--- config.mk ---
export PLATFORM = sky130hd
export DESIGN_NAME = encoder_poll_sched
export DESIGN_NICKNAME = d
export VERILOG_FILES = /design/src/rtl/enc_sched_pkg.sv /design/src/rtl/rr_arbiter.sv /design/src/rtl/encoder_poll_sched.sv
export SDC_FILE = /design/constraint.sdc
export NUM_CORES = 1
export LEC_CHECK = 0
export CORE_ASPECT_RATIO = 0.75
export CORE_MARGIN = 1
export CORE_UTILIZATION = 46
export CTS_BUF_LIST = sky130_fd_sc_hd__clkbuf_8
export DETAILED_ROUTE_END_ITERATION = 10
export PLACE_DENSITY = 0.75
export RECOVER_POWER = 25
export SYNTH_ARGS = -nofsm -noshare
export SYNTH_HDL_FRONTEND = slang
export SYNTH_SLANG_ARGS = --single-unit
--- constraint.sdc ---
create_clock -name clock -period 3.7 [get_ports clock]
set_clock_uncertainty 0.1 [all_clocks]
set_input_delay 0.74 -clock clock [delete_from_list [all_inputs] [get_ports clock]]
set_output_delay 0.74 -clock clock [all_outputs]
set_load 0.05 [all_outputs]
--- src/rtl/enc_sched_pkg.sv ---
// Shared types and sizes for the encoder poll scheduler.
//   sched_state_e : scheduler FSM states
//   NUM_CH        : encoder/pid channels sharing the i2c master
//   ANGLE_W       : encoder angle width
//   CHAN_W        : channel index width
//   FAIL_W        : per-channel consecutive-failure counter width
package enc_sched_pkg;

    localparam int NUM_CH  = 4;
    localparam int ANGLE_W = 12;
    localparam int CHAN_W  = 2;
    localparam int FAIL_W  = 2;

    typedef enum logic [2:0] {
        ST_IDLE,
        ST_WAIT,
        ST_ARB,
        ST_START,
        ST_XFER,
        ST_DELIVER
    } sched_state_e;

endpackage

--- src/rtl/rr_arbiter.sv ---
// Combinational round-robin arbiter.
//   req       : requesting channels
//   ptr       : first channel to consider (the channel after the last grant)
//   grant     : one-hot grant, zero when req is zero
//   grant_idx : index of the granted channel
module rr_arbiter
    import enc_sched_pkg::*;
(
    input  logic [NUM_CH-1:0] req,
    input  logic [CHAN_W-1:0] ptr,
    output logic [NUM_CH-1:0] grant,
    output logic [CHAN_W-1:0] grant_idx
);

    always_comb begin
        logic              found;
        logic [CHAN_W-1:0] cand;
        grant     = '0;
        grant_idx = '0;
        found     = 1'b0;
        cand      = '0;
        for (int i = 0; i < NUM_CH; i++) begin
            // Index arithmetic wraps 3->0 because CHAN_W bits cover NUM_CH exactly.
            cand = ptr + CHAN_W'(i);
            if (!found && req[cand]) begin
                found       = 1'b1;
                grant[cand] = 1'b1;
                grant_idx   = cand;
            end
        end
    end

endmodule

--- src/rtl/encoder_poll_sched.sv ---
// Shares one i2c master among the wheel-angle encoders. Polls channels
// round-robin (rotating pids first), latches each returned angle and
// strobes that channel's rd_done; flags encoders that keep failing.
//   clock, reset_n      : clock, async active-low reset
//   enable, chan_enable : run enable, channels included in polling
//   chan_active         : pids mid-rotation, polled with precedence
//   poll_interval       : idle cycles between transactions
//   i2c_start/i2c_chan  : request and channel select to the i2c master
//   i2c_done/err/rd_data: completion, error and read data from the master
//   angle_out, rd_done  : per-channel angle and one-cycle update strobe
//   stale, busy         : failing-encoder flags, transaction in flight
//
// state   | meaning
// IDLE    | disabled or no channel enabled
// WAIT    | counting poll_interval idle cycles
// ARB     | pick next channel, register i2c_chan
// START   | one-cycle i2c_start, arm timeout
// XFER    | waiting for done / err / timeout
// DELIVER | result visible (angle_out, rd_done, stale)
module encoder_poll_sched
    import enc_sched_pkg::*;
#(
    parameter int TIMEOUT_CYC = 4096,
    parameter int MAX_FAIL    = 3
)(
    input  logic                      clock,
    input  logic                      reset_n,
    input  logic                      enable,
    input  logic [NUM_CH-1:0]         chan_enable,
    input  logic [NUM_CH-1:0]         chan_active,
    input  logic [15:0]               poll_interval,
    output logic                      i2c_start,
    output logic [CHAN_W-1:0]         i2c_chan,
    input  logic                      i2c_done,
    input  logic                      i2c_err,
    input  logic [ANGLE_W-1:0]        i2c_rd_data,
    output logic [NUM_CH*ANGLE_W-1:0] angle_out,
    output logic [NUM_CH-1:0]         rd_done,
    output logic [NUM_CH-1:0]         stale,
    output logic                      busy
);

    localparam int TO_W = (TIMEOUT_CYC > 2) ? $clog2(TIMEOUT_CYC) : 1;
    localparam logic [TO_W-1:0]   TO_LOAD  = TO_W'(TIMEOUT_CYC - 1);
    localparam logic [FAIL_W-1:0] FAIL_SAT = FAIL_W'(MAX_FAIL);

    sched_state_e       state_q, state_d;
    logic [15:0]        poll_q, poll_d;
    logic [TO_W-1:0]    to_q, to_d;
    logic [CHAN_W-1:0]  chan_q, chan_d;
    logic [CHAN_W-1:0]  ptr_q, ptr_d;       // next channel to consider
    logic [FAIL_W-1:0]  fail_q [NUM_CH];
    logic [FAIL_W-1:0]  fail_d [NUM_CH];
    logic [ANGLE_W-1:0] angle_q [NUM_CH];
    logic [ANGLE_W-1:0] angle_d [NUM_CH];
    logic [NUM_CH-1:0]  rd_done_q, rd_done_d;

    logic [NUM_CH-1:0]  req, grant;
    logic [CHAN_W-1:0]  grant_idx;
    logic               run_ok;

    assign req    = ((chan_enable & chan_active) != '0) ? (chan_enable & chan_active) : chan_enable;
    assign run_ok = enable && (chan_enable != '0);

    rr_arbiter u_arb (
        .req       (req),
        .ptr       (ptr_q),
        .grant     (grant),
        .grant_idx (grant_idx)
    );

    always_comb begin
        state_d   = state_q;
        poll_d    = poll_q;
        to_d      = to_q;
        chan_d    = chan_q;
        ptr_d     = ptr_q;
        fail_d    = fail_q;
        angle_d   = angle_q;
        rd_done_d = '0;

        case (state_q)
            ST_IDLE, ST_DELIVER: begin
                // A zero interval skips WAIT so the next start lands 3 cycles after done.
                if (!run_ok) begin
                    state_d = ST_IDLE;
                end else if (poll_interval == '0) begin
                    state_d = ST_ARB;
                end else begin
                    state_d = ST_WAIT;
                    poll_d  = poll_interval;
                end
            end
            ST_WAIT: begin
                if (!run_ok) begin
                    state_d = ST_IDLE;
                end else if (poll_q <= 16'd1) begin
                    state_d = ST_ARB;
                end else begin
                    poll_d = poll_q - 16'd1;
                end
            end
            ST_ARB: begin
                if (grant != '0) begin
                    state_d = ST_START;
                    chan_d  = grant_idx;
                    ptr_d   = grant_idx + CHAN_W'(1);
                end else begin
                    state_d = ST_IDLE;
                end
            end
            ST_START: begin
                state_d = ST_XFER;
                to_d    = TO_LOAD;
            end
            ST_XFER: begin
                if (i2c_err || i2c_done || (to_q == '0)) begin
                    state_d = ST_DELIVER;
                    if (i2c_done && !i2c_err) begin
                        angle_d[chan_q]   = i2c_rd_data;
                        rd_done_d[chan_q] = 1'b1;
                        fail_d[chan_q]    = '0;
                    end else if (fail_q[chan_q] != FAIL_SAT) begin
                        fail_d[chan_q] = fail_q[chan_q] + FAIL_W'(1);
                    end
                end else begin
                    to_d = to_q - TO_W'(1);
                end
            end
            default: state_d = ST_IDLE;
        endcase
    end

    always_ff @(posedge clock or negedge reset_n) begin
        if (!reset_n) begin
            state_q   <= ST_IDLE;
            poll_q    <= '0;
            to_q      <= '0;
            chan_q    <= '0;
            ptr_q     <= '0;
            rd_done_q <= '0;
            for (int i = 0; i < NUM_CH; i++) begin
                fail_q[i]  <= '0;
                angle_q[i] <= '0;
            end
        end else begin
            state_q   <= state_d;
            poll_q    <= poll_d;
            to_q      <= to_d;
            chan_q    <= chan_d;
            ptr_q     <= ptr_d;
            rd_done_q <= rd_done_d;
            for (int i = 0; i < NUM_CH; i++) begin
                fail_q[i]  <= fail_d[i];
                angle_q[i] <= angle_d[i];
            end
        end
    end

    assign i2c_start = (state_q == ST_START);
    assign busy      = (state_q == ST_START) || (state_q == ST_XFER) || (state_q == ST_DELIVER);
    assign i2c_chan  = chan_q;
    assign rd_done   = rd_done_q;

    for (genvar g = 0; g < NUM_CH; g++) begin : g_out
        assign angle_out[g*ANGLE_W +: ANGLE_W] = angle_q[g];
        assign stale[g] = (fail_q[g] == FAIL_SAT);
    end

endmodule
==> results of run 1 <==
==> placed cells by master, fill, tap and decap left out, types with 2 or more instances in the layout <==
cell               n
a211oi_1           3
a21oi_1           25
a222oi_1           2
a22oi_1            5
a31oi_1            5
a32o_1             4
and2_1             8
and4_1             2
buf_4              6
bufinv_16          3
clkbuf_8           9
clkdlybuf4s50_1   99
dfrtp_1           95
ha_1               9
inv_1             14
inv_6              2
mux2_1             3
mux2_2            19
mux4_2             2
nand2_1          144
nand2b_1           4
nand3_1           12
nand4_1            3
nor2_1            29
nor2b_1            6
nor3_1             9
nor3_2             2
nor3b_1            2
nor4_1            12
o211ai_1           6
o21a_1             4
o21ai_0           27
o21ai_1            7
o22a_1             3
o22ai_1            2
or3_1              7
or3b_1             2
xnor2_1            7
==> logic make-up (layout without fill, tap and decap cells) <==
family                   after synthesis  after routing
AND/OR/NAND/NOR                      250            250
XOR/XNOR                               8              8
AO/OA/AOI/OAI                        102            102
adder cells (fa/ha/maj)               10             10
multiplexers                          24             24
buffers and inverters                 37            135
flip-flops                            95             95
==> path summary, 6_finish.rpt <==
kind,start,endpoint,slack [ns],depth (start not counted)
worst max-delay path,state_q[0],busy,0.45,4
worst min-delay path,angle_out[19],angle_out[19],0.38,2
worst max register to register,ptr_q[0],ptr_q[1],1.24,7
worst min register to register,angle_out[19],angle_out[19],0.38,2
max in group asynchronous,reset_n,fail_q[4],1.70,2
min in group asynchronous,reset_n,poll_q[9],0.74,1
==> flip-flops by register name (all words and copies together), names as in the netlist <==
register	flops
poll_q	16
i2c_chan	2
state_q	3
to_q	12
rd_done	4
ptr_q	2
angle_out	48
fail_q	8
==> layout make-up <==
cell class                      instances  area, um2
Clock buffer                            9        124
Inverter                               14       52.6
Clock inverter                          6        115
Multi-Input combinational cell        394       2280
Fill cell                             878       3780
Timing Repair Buffer                  106       1040
Tap cell                              132        165
Sequential cell                        95       2380
==> worst reg2reg max path: cells and delay by family (launching register included) <==
| kind | cells | cell delay [ns] |
|---|---|---|
| AOI/OAI and AO/OA | 4 | 0.71 |
| adders and majority gates | 1 | 0.39 |
| buffers and inverters | 1 | 0.22 |
| DFF | 1 | 0.65 |
| and+or+nand+nor | 1 | 0.26 |
==> per-layer routing <==
metal  GRT usage (%)  vias to the layer above
met5               0                        -
met4            7.92                        0
met3            3.54                       21
met2            34.8                      114
met1            32.9                     2049
li1                -                     2017
==> per-stage QoR <==
step	setup slack [ns]	area (um2)	hold WS [ns]	utilization, %	std cells
floorplan	1.13	4820	0.344	-	526
global placement	0.662	5920	0.356	59.6	741
detailed placement	0.604	5920	0.365	59.6	741
CTS	0.435	6160	0.388	62.0	756
global route	0.346	6150	0.413	62.0	756
finish	0.452	6150	0.385	62.0	756
==> report_power, final <==
group | switching, mW | internal (mW)
Sequential | 0.261 | 1.31
Clock | 0.370 | 0.450
Combinational | 1.22 | 0.702
Total | 1.85 | 2.46
==> impl_metrics.tcl, run 1 <==
set metrics [dict create \
    outcome "finished, violations left" \
    violations "max-capacitance violations, max-slew violations" \
    cts_tree "built" \
    yosys.area_share.xor_xnor_pct 1.45 \
    ctsRootBufferMaster "clkbuf_8" \
    gp_congestion 0.844 \
    grt_pass1_vias 4003 \
    path_class "reg2out" \
    yosysSeqAreaShare_pct 49.4 \
    synth_fp_nets 576 \
    insertion_delay_ns 0.36 \
    yosysWarnings 0 \
    overflow 0 \
    maxCapViolCount 1 \
    ir_drop_mv 0.331 \
    clk_pin_slew_worst_paths_ns 0.09 \
    power_mw 4.31 \
    start_util_pct 48.5 \
    worstPathRequired_ns 2.86 \
    synth-edff-count 0 \
    diodes 0 \
    path_buf_inv 1 \
    finalSetupTns_ns 0 \
    worstPathArrival_ns 2.41 \
    vias 4201 \
    die-area_um2 10900 \
    postRouteWirelength_mm 11.8 \
    max_slew.worst_pin.slew_ns 1.77 \
    max_freq_mhz 308 \
    relSlewSlack_pct -18.2 \
    final_hold_viol_count 0 \
    wl_met2_mm 5.44 \
    wl_per_cell_um 15.6 \
    synth_seq_cells 95 \
    syn_area_um2 4820 \
    synthAdderAreaFrac_pct 2.55 \
    period_share_pct 87.8 \
    grt_max_degree 71 \
    cts_sinks 95 \
    htreeDepth 3 \
    setup_violations 0 \
    synth_top_area_share_pct 49.4 \
    drc 0 \
    synth_cells 526 \
    maxUsedRoutingLayer "met4" \
    synthTopCellsByArea "dfrtp_1 (49%), nand2_1 (11%), mux2_2 (4.4%), o21ai_0 (2.8%), a21oi_1 (2.6%)" \
    viasPerCell 5.56 \
    dieWidth_um 120 \
    grt_usage_pct 22.8 \
    hold_buffers 0 \
    critPathCaptureType "output pin" \
    wl_met1_mm 5.63 \
    synth_top_flop_cell "dfrtp_1" \
    synth_commonest_cells "nand2_1 (144), dfrtp_1 (95), nor2_1 (29)" \
    hp-class "reg2reg" \
    place_hpwl_mm 8.67 \
    core-area_um2 9930 \
    first_pass_iters 7 \
    fp-row-count 31 \
    avgSynthCellArea_um2 9.16 \
    ys_types 55 \
    slowest_stage "clkdlybuf4s50_1" \
    met3_wirelength_um 506 \
    crit_family "buffers and inverters" \
    period_needed_ns 3.25 \
    synth_top_family_by_area "simple AND/OR/NAND/NOR gates" \
    leakagePower_nw 2.72 \
    antenna_found_initial 0 \
    cts_resized 0 \
    p_per_area_nw_per_um2 701 \
    synth_compound_area_share_pct 13.3 \
    critPathMaxStageDelay_ns 0.85 \
    synthMuxAreaShare_pct 6.08 \
    synth_top_cell_by_area "dfrtp_1" \
    fin_nets 670 \
    drive_above_1_share_pct 8.49 \
    numCtsBuffers 9 \
    postRouteAntennaNets 0 \
    portBuffers 100 \
    crit_fanout 13 \
    cts_setup_buffers 0 \
    die_h_um 90.6 \
    pin_count 101 \
    synthArstFlopShare_pct 100 \
    finalMaxSlewViolations 71 \
    synth.most_common_cell "nand2_1" \
    rsz0062_at_grt "false" \
    syn2layout_area_growth_pct 27.8 \
    cp_cell_sequence "nor2b_1, nand2_1, o21ai_0, clkdlybuf4s50_1" \
    startpoint_type "flop" \
    drtIter0Drc 257 \
    clock_path_buffers 2 \
    synth-simple-area-share_pct 24.0 \
    grt_pass1_wl_mm 19.9 \
]
Power figures use the tool's default switching activity.
==> inputs of run 2 (changes only) <==
CORE_UTILIZATION = 57   (was 46)
GPL_TIMING_DRIVEN = 0   (was unset)
PLACE_DENSITY = 0.9   (was 0.75)
==> run 2 against run 1 <==
Compared with the run above: the flow still finishes with violations (max-capacitance violations, max-slew violations); hold slack worse by 0.0056 ns; sequential share of layout area up 0.13 points; global-route usage rose by 7.3 points; die area is 19% lower; combinational power up 7%; clock power down 22%; flip-flop and latch count unchanged; core utilization rose by 14 points; setup slack gained 0.17 ns; first-iteration DRC count rose by 65%; highest routed layer unchanged.
==> impl_metrics.tcl, run 2 (synthesized netlist as in run 1, its figures left out) <==
set metrics [dict create \
    diodes 0 \
    critPathCaptureType "output pin" \
    die-area_um2 8820 \
    crit_fanout 8 \
    fp-row-count 28 \
    fin_area_um2 6130 \
    clock_path_buffers 2 \
    max_freq_mhz 325 \
    cts_sinks 95 \
    finalNonFillerCells 746 \
    period_share_pct 83.2 \
    postRouteAntennaNets 0 \
    vias 4402 \
    mostFrequentLayoutCell "nand2_1" \
    cts_resized 0 \
    placed_cells 730 \
    grt_usage_pct 30.1 \
    portBuffers 98 \
    final_cell_mix "nand2_1 (144), clkdlybuf4s50_1 (97), dfrtp_1 (95)" \
    max_slew.worst_pin.slew_ns 2.30 \
    final_hold_viol_count 0 \
    postRouteWirelength_mm 12.6 \
    hold_ws_ns 0.379 \
    swShare_pct 45.4 \
    intPower_mw 2.30 \
    numCtsBuffers 9 \
    worstPathArrival_ns 2.24 \
    first_pass_iters 6 \
    antenna_found_initial 0 \
    startpoint_type "flop" \
    pin_count 101 \
    hold_buffers 0 \
    leakagePower_nw 2.74 \
    htreeDepth 3 \
    worstPathRequired_ns 2.86 \
    wl_per_cell_um 16.9 \
    start_util_pct 60.0 \
    place_area_um2 5950 \
    pre_cts_slack_ns 0.495 \
    hp-class "reg2reg" \
    grt_pass1_vias 4312 \
    cts_tree "built" \
    finalSetupTns_ns 0 \
    ctsRootBufferMaster "clkbuf_8" \
    viasPerCell 5.90 \
    overflow 0 \
    grt_max_degree 56 \
    clock_power_share_pct 15.1 \
    setup_violations 0 \
    layout_setup_ws_ns 0.622 \
    rsz0062_at_grt "false" \
    dieWidth_um 108 \
    maxCapViolCount 1 \
    outcome "finished, violations left" \
    syn2layout_area_growth_pct 27.3 \
    drive_above_1_share_pct 9.52 \
    violations "max-capacitance violations, max-slew violations" \
    gp_congestion 0.953 \
    drtIter0Drc 425 \
    finalMaxSlewViolations 41 \
    grt_pass1_wl_mm 20.4 \
    drc 0 \
    largest_reg_flops 48 \
    core-area_um2 8020 \
    period_needed_ns 3.08 \
    relSlewSlack_pct -53.5 \
    die_h_um 81.6 \
    place_hpwl_mm 9.32 \
    fin_nets 686 \
    p_sw_mw 1.91 \
    p_per_area_nw_per_um2 688 \
    clk_pin_slew_worst_paths_ns 0.09 \
    combPwrFrac_pct 48.5 \
    pwr-share-seq_pct 36.4 \
    ir_drop_mv 0.476 \
    cts_setup_buffers 0 \
    insertion_delay_ns 0.36 \
    path_class "reg2out" \
]
==> run 2: changes by cell type in the layout (fill, tap and decap cells not counted), sizes merged <==
cell	previous run	this run
clkdlybuf4s50	99	97
inv	16	15
bufinv	3	0
clkbuf	10	21
clkinvlp	1	0
clkinv	0	5
buf	6	14
==> run 2: critical path, cell delays in order, from the launching register on <==
cell and delay, ns:
dfrtp_1 0.33, clkbuf_1 0.26, nor2b_1 0.21, nand2_1 0.12, o21ai_0 0.12, clkdlybuf4s50_1 0.83
==> run 2: routing by layer <==
metal / track usage, % / up-vias / routed length, um
met2: 51.3 / 195 / 6230
met5: 0 / - / 0
met4: 6.58 / 0 / 157
met1: 39.4 / 2136 / 5380
met3: 7.06 / 19 / 850
li1: - / 2052 / -
==> run 2: final cells by class <==
cell class / count / area, um2
tap: 105 / 131
clock buffer: 10 / 138
buffer: 23 / 108
inverter: 14 / 52.6
multi-input combinational: 394 / 2280
fill: 581 / 1890
timing repair buffer: 99 / 1000
sequential: 95 / 2380
clock inverter: 6 / 45.0
==> run 2: per-stage QoR <==
stage | total power [mW] | utilization, %
final | 4.22 | 76.4
after global routing | 4.46 | 76.4
after CTS | 4.21 | 76.5
after detailed placement | 3.57 | 74.2
after global placement | 3.48 | 73.9
after floorplan | 2.90 | -
==> run 2: worst paths after layout <==
kind	startpoint	endpoint	slack, ns	cells after the start
max	state_q[0]	busy	0.62	5
min	angle_out[13]	angle_out[13]	0.38	2
max reg2reg	i2c_chan[0]	fail_q[6]	1.23	6
min reg2reg	angle_out[13]	angle_out[13]	0.38	2
max in group asynchronous	reset_n	angle_out[41]	1.23	1
min in group asynchronous	reset_n	poll_q[2]	0.95	1
==> run 2: power by group through the flow <==
stage                     Sequential (mW)  Combinational (mW)  Clock [mW]
after detailed placement             1.55                2.02           0
after floorplan                      1.94               0.961           0
after CTS                            1.53                2.03       0.652
final                                1.53                2.05       0.638
after global placement               1.52                1.95           0
after global routing                 1.57                2.20       0.695
==> inputs of run 3 (changes only) <==
CORE_UTILIZATION = 53   (was 57)
PLACE_DENSITY = 0.84   (was 0.9)
clock period = 3 ns   (was 3.7 ns; I/O delays follow)
==> run 3 against run 2 <==
Compared with the run above: the run ends with design-rule violations, max-capacitance violations, max-slew violations left; critical path depth increased by 4; power increased by 24%; highest routed layer unchanged; via count decreased by 1.5%; global-route usage decreased by 2.3 points; clock power increased by 26%; core utilization decreased by 5.2 points.
==> impl_metrics.tcl, run 3 (synthesized netlist as in run 1, its figures left out) <==
set metrics [dict create \
    rsz0062_at_grt "false" \
    critPathCaptureType "flop" \
    numCtsBuffers 9 \
    start_util_pct 55.8 \
    cts_tree "built" \
    crit_fanout 10 \
    ctsRootBufferMaster "clkbuf_8" \
    postLayoutCoreUtil_pct 71.2 \
    grt_util_met1_pct 37.5 \
    place_hpwl_mm 9.03 \
    gr-usage-met3_pct 4.91 \
    outcome "finished, violations left" \
    path_buf_inv 3 \
    crit_top_cell "buf_2" \
    clock_power_share_pct 15.4 \
    grt_max_degree 58 \
    antenna_found_initial 0 \
    grt-busiest-layer "met2" \
    cts_setup_buffers 0 \
    gp_congestion 0.936 \
    final_cell_mix "nand2_1 (144), dfrtp_1 (95), clkdlybuf4s50_1 (95)" \
    grt_pass1_vias 4345 \
    largest_reg_flops 48 \
    die-area_um2 9480 \
    grt_pass1_wl_mm 20.8 \
    portBuffers 98 \
    violations "design-rule violations, max-capacitance violations, max-slew violations" \
    worstPathArrival_ns 2.87 \
    grt_usage_pct 27.7 \
    insertion_delay_ns 0.36 \
    leakagePower_nw 2.77 \
    max_slew.worst_pin.slew_ns 2.16 \
    period_share_pct 90.7 \
    path_class "in2reg" \
    cts_sinks 95 \
    overflow 0 \
    first_pass_iters 9 \
    drtIter0Drc 369 \
    drc 5 \
    postRouteAntennaNets 0 \
    cp_cell_sequence "clkdlybuf4s50_1, buf_2, nor4_1, nand2b_1, nor2_1, o21ai_1, buf_2, a21oi_1, o22a_1" \
    p_per_area_nw_per_um2 848 \
    slowest_stage "nor4_1" \
    core-area_um2 8640 \
    fin_nets 686 \
    met2_usage_pct 45.3 \
    period_needed_ns 2.72 \
    relSlewSlack_pct -43.8 \
    power_mw 5.22 \
    htreeDepth 3 \
    maxCapViolCount 1 \
    cts_resized 0 \
    hp-class "reg2reg" \
    intPower_mw 2.86 \
    dieWidth_um 112 \
    drive_above_1_share_pct 9.52 \
    hold_ws_ns 0.380 \
    swShare_pct 45.2 \
    p_sw_mw 2.36 \
    viasPerCell 5.79 \
    postRouteWirelength_mm 12.5 \
    worstPathRequired_ns 3.15 \
    setup_violations 0 \
    diodes 0 \
    syn2layout_area_growth_pct 27.7 \
    fp-row-count 29 \
    clock_path_buffers 2 \
    crit_family "buffers and inverters" \
    pin_count 101 \
    max_freq_mhz 367 \
    num-fill-cells 620 \
    startpoint_type "primary input" \
    pwr-share-seq_pct 36.4 \
    critPathMaxStageDelay_ns 0.62 \
    vias 4337 \
    clk_pin_slew_worst_paths_ns 0.09 \
    combPwrFrac_pct 48.1 \
    mostFrequentLayoutCell "nand2_1" \
    finalMaxSlewViolations 39 \
    wl_per_cell_um 16.6 \
    ir_drop_mv 0.563 \
    die_h_um 84.6 \
    final_hold_viol_count 0 \
    hold_buffers 0 \
]
==> run 3: changes by cell type in the layout (fill, tap and decap cells not counted), sizes merged <==
cell,delta
clkdlybuf4s50,-2
clkinvlp,+3
dlymetal6s2s,+2
clkinv,-4
clkbuf,+1
==> run 3: layout make-up <==
type	count	area, um2	share of cell area, %
Multi-Input combinational cell	394	2280	37.0
Timing Repair Buffer	99	1010	16.4
Clock inverter	5	40.0	0.651
Buffer	23	108	1.75
Tap cell	108	135	2.20
Clock buffer	11	151	2.46
Inverter	14	52.6	0.855
Sequential cell	95	2380	38.7
==> run 3: final timing paths <==
kind | start | to | slack, ns | cells after the start
worst max-delay path | chan_enable[0] | poll_q[12] | 0.28 | 9
worst min-delay path | angle_out[18] | angle_out[18] | 0.38 | 2
worst max register to register | poll_q[12] | poll_q[12] | 0.55 | 7
worst min register to register | angle_out[18] | angle_out[18] | 0.38 | 2
max in group asynchronous | reset_n | angle_out[5] | 0.81 | 1
min in group asynchronous | reset_n | ptr_q[0] | 0.77 | 1
==> run 3: power groups by stage <==
stage                     logic (mW)  clock network [mW]  registers, mW
after floorplan                 1.18                   0           2.39
after global placement          2.41                   0           1.89
after detailed placement        2.49                   0           1.91
after CTS                       2.51               0.825           1.89
after global routing            2.72               0.868           1.94
final                           2.51               0.806           1.90
==> run 3: worst min-delay path, stage by stage (launching register included) <==
cell and delay, ns:
dfrtp_1 0.35, nand2_1 0.05, nand2_1 0.05
==> run 3: routing by layer <==
metal / share of wire, % / up-vias
met5: 0 / -
met3: 5.8 / 24
li1: - / 2047
met2: 48 / 168
met1: 44 / 2098
met4: 1.9 / 0
==> run 3: through the flow <==
stage / setup WS (ns) / TNS [ns] / area (um2) / instances
global route: 0.145 / 0 / 6150 / 749
global placement: -2.23 / -210.88 / 5930 / 732
floorplan: 0.435 / 0 / 4820 / 526
CTS: 0.0256 / 0 / 6150 / 749
detailed placement: -0.0386 / -0.0624 / 5960 / 733
finish: 0.278 / 0 / 6150 / 749
==> patch: new RTL, settings of run 2 <==
The 6 states of `sched_state_e` get a one-hot encoding in 6 bits.
--- a/src/rtl/enc_sched_pkg.sv
+++ b/src/rtl/enc_sched_pkg.sv
@@ -13,9 +13,9 @@
 
-    typedef enum logic [2:0] {
-        ST_IDLE,
-        ST_WAIT,
-        ST_ARB,
-        ST_START,
-        ST_XFER,
-        ST_DELIVER
+    typedef enum logic [5:0] {
+        ST_IDLE    = 6'b000001,
+        ST_WAIT    = 6'b000010,
+        ST_ARB     = 6'b000100,
+        ST_START   = 6'b001000,
+        ST_XFER    = 6'b010000,
+        ST_DELIVER = 6'b100000
     } sched_state_e;
Check against the original RTL: no difference found for any inputs over 4 cycles, from zero or initial values and one cycle with reset_n low; so few cycles prove little.
==> patch against run 2 <==
The run still ends with max-capacitance violations, max-slew violations left. Register-to-register slack worse by 360 ps. Routed wire length is 9.4% higher. Count of clock-buffer cells in the layout unchanged. Worst setup slack worse by 110 ps. Non-clock buffer count decreased by 1. Design area increased by 2.8%. Cell count rose by 1.6%. Sequential cell count increased by 3. Critical endpoint is now i2c_chan[1]. Critical path type is now in -> reg. Area after synthesis up 2.5%.
Power is not compared: it rests on default switching activity, and its combinational part moved more than twofold at a synthesized area within 25%.
==> patch: results (changes against run 2) <==
- Status: finished, violations left (unchanged)
- Failing checks: max-capacitance violations, max-slew violations (unchanged)
- Routed wire length per instance: 18.2 um (was 16.9 um)
- Max-cap violations: 1 (unchanged)
- Clock buf/inv share: 3.43% (was 2.98%)
- Hold path start: angle_out[27] (was angle_out[13])
- Gpl congestion: 0.914 (was 0.953)
- Share of post-route cells with drive strength above 1: 7.04% (was 9.52%)
- Crit start category: input pin (was flip-flop)
- Total GRT Usage: 32.3% (was 30.1%)
- Number of global-route vias before repair: 4506 (was 4312)
- Slew Limit Fails: 44 (was 41)
- Worst skew pair latency: 380 ps (was 360 ps)
- NonClk Buf Share: 17.5% (was 18.1%)
- Gate count of the mapped netlist: 537 (was 526)
- Area grow syn2layout: 27.8% (was 27.3%)
- Final setup margin: 509 ps (was 622 ps)
- Commonest cells in the netlist: 165 x nand2_1, 97 x dfrtp_1, 34 x o21ai_0 (was 144 x nand2_1, 95 x dfrtp_1, 29 x nor2_1)
- Detailed Routing Iterations Pass 1: 8 (was 6)
- Dpl cells: 743 (was 730)
- Worst EP arrival: 3370 ps (was 2240 ps)
- Setup WS pre-CTS: 139 ps (was 495 ps)
- Main area contributors after synthesis: dfrtp_1 49%, nand2_1 13%, o21ai_0 3.4% (was dfrtp_1 49%, nand2_1 11%, mux2_2 4.4%)
- Crit. Startpoint: chan_enable[2] (was state_q[0])
- Relative slew slack: -60.1% (was -53.5%)
- R2r startpoint: poll_q[0] (was i2c_chan[0])
- Post-DP HPWL: 9.96 mm (was 9.32 mm)
- WHS Endpoint: angle_out[27] (was angle_out[13])
- Multi-In Gates: 401 (was 394)
- R2r setup slk: 870 ps (was 1230 ps)
- Post-Route WL: 13.8 mm (was 12.6 mm)
patch: kinds of logic (layout without fill, tap and decap cells):
logic type | count (synthesis) | count (layout) | synth area share [%]
simple gates | 272 | 272 | 25.5
compound gates | 85 | 85 | 10.3
xor+xnor | 12 | 12 | 2.13
mux | 22 | 22 | 6.85
fa+ha+maj | 10 | 10 | 2.54
flops | 98 | 98 | 49.7
buf+inv | 38 | 154 | 2.99
patch: per-layer routing:
layer | routed length (um) | share of wire (%) | global-route usage [%]
met5 | 0 | 0 | 0
met4 | 264 | 1.9 | 11.6
met3 | 1300 | 9.4 | 9.34
met2 | 6440 | 47 | 49.4
met1 | 5790 | 42 | 44.0
patch: critical path, delay by kind of cell:
kind / cells / cell delay, ps
and+or+nand+nor: 1 / 110
AOI/OAI and AO/OA: 4 / 1190
muxes: 2 / 810
buffers and inverters: 1 / 520
